<file path="src/rtl/alu_pkg.sv">
// Shared types for the struct/union ALU and the logic that issues work to it.
package alu_pkg;

  localparam int ALU_W = 32;

  typedef enum bit [2:0] {add, sub, mul, div, sl, sr} opcode_t;
  typedef enum bit {sign, unsign} operand_type_t;

  typedef union packed {
    logic [ALU_W-1:0]      u_data;
    bit signed [ALU_W-1:0] s_data;
  } data_t;

  typedef struct packed {
    opcode_t       opr;
    operand_type_t opr_type;
    data_t         opr_a;
    data_t         opr_b;
  } instr_t;

  localparam opcode_t OP_LAST = sr;

  typedef enum logic [1:0] {IDLE, HOLD, RESP} issue_state_t;

  // Divide by zero and the two unassigned opcodes are flagged to the consumer.
  function automatic logic instr_err(input instr_t i);
    return ((i.opr == div) && (i.opr_b.u_data == '0)) || (i.opr > OP_LAST);
  endfunction

endpackage

</file>
<file path="src/rtl/rr_arbiter.sv">
// Combinational round-robin pick: first requester at or after ptr, wrapping.
module rr_arbiter #(
  parameter int NUM_REQ = 4,
  parameter int ID_W    = $clog2(NUM_REQ)
) (
  input  logic [NUM_REQ-1:0] req,
  input  logic [ID_W-1:0]    ptr,
  output logic [NUM_REQ-1:0] gnt,
  output logic [ID_W-1:0]    idx,
  output logic               any
);

  int j;

  always_comb begin
    gnt = '0;
    idx = '0;
    any = 1'b0;
    j   = 0;
    for (int i = 0; i < NUM_REQ; i++) begin
      j = int'(ptr) + i;
      if (j >= NUM_REQ) j = j - NUM_REQ;
      if (!any && req[j]) begin
        any    = 1'b1;
        gnt[j] = 1'b1;
        idx    = ID_W'(j);
      end
    end
  end

endmodule

</file>
<file path="src/rtl/alu_issue_ctrl.sv">
// Shares one combinational ALU among NUM_REQ requesters: round-robin grant,
// hold the instruction ALU_LAT cycles, return the tagged result.
module alu_issue_ctrl
  import alu_pkg::*;
#(
  parameter int NUM_REQ = 4,
  parameter int ALU_LAT = 1,
  parameter int ID_W    = $clog2(NUM_REQ)
) (
  input  logic                        clk,
  input  logic                        rst,
  input  logic [NUM_REQ-1:0]          req_valid,
  output logic [NUM_REQ-1:0]          req_ready,
  input  instr_t [NUM_REQ-1:0]        req_instr,
  output instr_t                      alu_instr,
  input  data_t                       alu_result,
  output logic                        resp_valid,
  input  logic                        resp_ready,
  output data_t                       resp_data,
  output logic [ID_W-1:0]             resp_id,
  output logic                        resp_err,
  output logic                        busy
);

  localparam int CNT_W = (ALU_LAT > 1) ? $clog2(ALU_LAT) : 1;

  issue_state_t        state;
  logic [ID_W-1:0]     ptr;
  logic [ID_W-1:0]     id;
  logic [CNT_W-1:0]    cnt;
  logic [NUM_REQ-1:0]  gnt;
  logic [ID_W-1:0]     idx;
  logic                any;
  logic [ID_W-1:0]     ptr_next;

  rr_arbiter #(.NUM_REQ(NUM_REQ), .ID_W(ID_W)) u_arb (
    .req (req_valid),
    .ptr (ptr),
    .gnt (gnt),
    .idx (idx),
    .any (any)
  );

  // The handshake completes in IDLE itself, so ready is combinational.
  assign req_ready = (state == IDLE && !rst) ? gnt : '0;
  assign ptr_next  = (id == ID_W'(NUM_REQ - 1)) ? '0 : id + 1'b1;

  always_ff @(posedge clk or posedge rst) begin
    if (rst) begin
      state      <= IDLE;
      ptr        <= '0;
      id         <= '0;
      cnt        <= '0;
      alu_instr  <= '0;
      resp_valid <= 1'b0;
      resp_data  <= '0;
      resp_id    <= '0;
      resp_err   <= 1'b0;
      busy       <= 1'b0;
    end else begin
      unique case (state)
        IDLE: begin
          if (any) begin
            alu_instr <= req_instr[idx];
            id        <= idx;
            cnt       <= CNT_W'(ALU_LAT - 1);
            busy      <= 1'b1;
            state     <= HOLD;
          end
        end
        HOLD: begin
          if (cnt == '0) begin
            resp_data  <= alu_result;
            resp_id    <= id;
            resp_err   <= instr_err(alu_instr);
            resp_valid <= 1'b1;
            state      <= RESP;
          end else begin
            cnt <= cnt - 1'b1;
          end
        end
        RESP: begin
          if (resp_ready) begin
            resp_valid <= 1'b0;
            ptr        <= ptr_next;
            busy       <= 1'b0;
            state      <= IDLE;
          end
        end
        default: state <= IDLE;
      endcase
    end
  end

endmodule

</file>
<file path="config.mk">
export PLATFORM = sky130hd
export DESIGN_NAME = alu_issue_ctrl
export DESIGN_NICKNAME = d
export VERILOG_FILES = /design/src/rtl/alu_pkg.sv /design/src/rtl/rr_arbiter.sv /design/src/rtl/alu_issue_ctrl.sv
export SDC_FILE = /design/constraint.sdc
export NUM_CORES = 1
export LEC_CHECK = 0
export BUFFER_PORTS_ARGS = -buffer_cell sky130_fd_sc_hd__buf_4
export CAP_MARGIN = 20
export CORE_AREA = 10 10 156 158
export CTS_CLUSTER_DIAMETER = 200
export DETAILED_ROUTE_END_ITERATION = 10
export DIE_AREA = 0 0 166 168
export GPL_TIMING_DRIVEN = 0
export SLEW_MARGIN = 10
export SYNTH_ARGS = -nofsm -noshare
export SYNTH_HDL_FRONTEND = slang
export SYNTH_HIERARCHICAL = 1
export SYNTH_SLANG_ARGS = --single-unit
</file>
<file path="constraint.sdc">
create_clock -name clk -period 9.2 [get_ports clk]
set_input_delay 1.84 -clock clk [delete_from_list [all_inputs] [get_ports clk]]
set_output_delay 1.84 -clock clk [all_outputs]
set_load 0.005 [all_outputs]
</file>
==> metrics.yaml <==
synthMuxAreaShare: 0.453
via_count: 5450
clk_path_buf_depth: 2
setup_violations: 0
rr_worst_depth: 11
antenna_left: 0
initial_core_util: 0.298
grt.met1_usage: 0.212
fin_worst_skew_ps: 11.2
synth_top_area_frac: 0.435
fin_nets: 1150
period_share: 0.574
drt_iter0_markers: 187
worst_pin_slew_ps: 795
start_kind: "primary input"
wirelength_mm: 26.8
grt_pass1_vias: 6193
worst_slack_ps: 3920
hpwl_mm: 22.9
hold_depth: 1
endpoint_kind: "output pin"
drcViolationCount: 0
synth_top_family_by_area: "multiplexers"
synth-simple-area-share: 0.0321
worstSkewPairLatency_ps: 350
crit_type: "in2out"
place_ws_ps: 3920
max_slew_margin: 0.470
htreeDepth: 3
synth.distinct_cells: 33
syn_to_final_growth_pct: 60.4
synth_top_area_cell: "dfrtp_1"
viasPerCell: 4.88
syn-num-nets: 719
peakVddDrop_uv: 202
rrSetupSlack_ps: 5080
core_um2: 21400
num_rows: 54
drv_cap: 0
io_pins: 420
met3_usage: 0.0698
gr-total-overflow: 0
period_minus_slack_ps: 5280
yosys-top-cells-count: "dfrtp_1 (111), mux2_2 (98), mux4_2 (69)"
clk_pin_slew_worst_paths_ps: 80
track_usage: 0.185
report.final.hold_viol_count: 0
path_max_fanout: 6
synth_cells: 399
setup_tns_ps: 0
power_density_nw_per_um2: 375
rsz0062_at_grt: "no"
port_buffers: 419
slew_viol_final: 0
synth_ff_type: "dfrtp_1"
dr.pass1.iters: 4
synth-xor-area-share: 0
die_h_um: 168
postCtsSetupBuffers: 0
synth_area_um2: 6380
synth-seq-area-share: 0.435
p_leak_nw: 4.72
use_met2: 0.318
synthTopCellsByArea: "dfrtp_1 (44%), mux4_2 (24%), mux2_2 (17%), mux2_4 (2.1%), ha_1 (1.8%)"
yosysWarnings: 6
cts_buffers: 9
async_flop_share: 1.00
gp_congestion: 0.837
tritoncts: "done"
wire_per_inst_um: 24.0
grt_max_degree: 75
layout-drive-gt1-share: 0.765
crit_required_ps: 7360
grt_pass1_wl_mm: 39.9
cts-hold-fix-buffers: 0
synth-seq-cells: 111
clock_sinks: 111
synth_edf_count: 0
die-area_um2: 27900
synth_compound_area_frac: 0.0265
dieWidth_um: 166
fmax_mhz: 189
syn_avg_cell_area_um2: 16.0
cts_resized: 0
grt-busiest-layer: "met2"
antenna_found_initial: 1
cp.arrival_ps: 3440
outcome: "finished, final reports clean"
synthAdderAreaFrac: 0.0176
yosysMostFrequentCell: "dfrtp_1"
utilization: 0.478
hold_path.class: "reg2reg"
clockRootBuffer: "clkbuf_16"
[cells by family (layout without fill, tap and decap cells)]
group	after synthesis	count (layout)
mux	181	181
other cells	0	1
flops	111	111
fa+ha+maj	9	9
compound gates	26	26
simple gates	32	32
buf+inv	40	476
[layer usage]
metal / wire [µm] / share of wire
met1: 10400 / 0.39
met2: 13600 / 0.51
met3: 2420 / 0.090
met4: 347 / 0.013
met5: 0 / 0
[layout make-up]
| class | instances | area (µm²) |
|---|---|---|
| fill | 1985 | 11200 |
| multi-input combinational | 248 | 3380 |
| timing repair buffer | 420 | 3170 |
| sequential | 111 | 2780 |
| tap | 280 | 350 |
| clock buffer | 9 | 225 |
| buffer | 32 | 199 |
| clock inverter | 7 | 101 |
| inverter | 8 | 35.0 |
| antenna | 1 | 2.50 |
[critical path, cell delays in order]
cell and delay [ps]:
buf_4 130, mux4_1 600, nor4b_4 430, a22oi_1 120, o21ai_0 90, and2_1 130, buf_4 100
[flip-flops by register name (all words and copies together) (netlist names)]
signal      flops
busy            1
resp_valid      1
state           2
resp_err        1
resp_id         2
alu_instr      68
ptr             2
id              2
resp_data      32
[power breakdown]
group	switching, W	internal, W
combinational	0.00102	0.00146
clock	0.000205	0.000221
sequential	0.000177	0.000758
total	0.00140	0.00244
[cells in the final DEF (no fill, tap or decap), types with 2 or more instances in the layout]
| cell type | synthesis | layout |
|---|---|---|
| buf_4 | 0 | 419 |
| dfrtp_1 | 111 | 111 |
| mux2_2 | 98 | 98 |
| mux4_2 | 69 | 69 |
| buf_2 | 19 | 19 |
| mux2_4 | 9 | 9 |
| ha_1 | 9 | 9 |
| clkbuf_16 | 0 | 9 |
| clkbuf_1 | 8 | 8 |
| o21ai_0 | 8 | 8 |
| nor4_1 | 8 | 8 |
| a22oi_1 | 8 | 8 |
| inv_1 | 8 | 7 |
| and2_1 | 5 | 5 |
| a21oi_1 | 4 | 4 |
| buf_6 | 3 | 3 |
| nand2_1 | 3 | 3 |
| o31ai_1 | 3 | 3 |
| nand3_1 | 3 | 3 |
| nor2_1 | 3 | 3 |
| mux4_1 | 3 | 3 |
| buf_12 | 2 | 2 |
| nor3_1 | 2 | 2 |
| inv_6 | 0 | 2 |
| mux2i_1 | 2 | 2 |
| clkinv_8 | 0 | 2 |
| inv_8 | 0 | 2 |
[through the flow]
step,instance area [µm²],power [W],hold slack [ps],cells
after floorplan,6380,0.00252,472,399
after global placement,9880,0.00346,491,1098
after detailed placement,9910,0.00348,494,1099
after CTS,10200,0.00392,516,1115
after global routing,10200,0.00410,519,1116
final,10200,0.00384,514,1116
[final timing paths]
check                                                from                        end
min in group asynchronous                             rst  alu_instr[33]$_DFFE_PP0P_
worst min register to register  resp_data[24]$_DFFE_PP0P_  resp_data[24]$_DFFE_PP0P_
worst min-delay path            resp_data[24]$_DFFE_PP0P_  resp_data[24]$_DFFE_PP0P_
max in group asynchronous                             rst  alu_instr[67]$_DFFE_PP0P_
worst max register to register         ptr[1]$_DFFE_PP0P_  alu_instr[45]$_DFFE_PP0P_
worst max-delay path                         req_valid[2]               req_ready[0]
No activity file was read; power rests on OpenSTA's default activity.
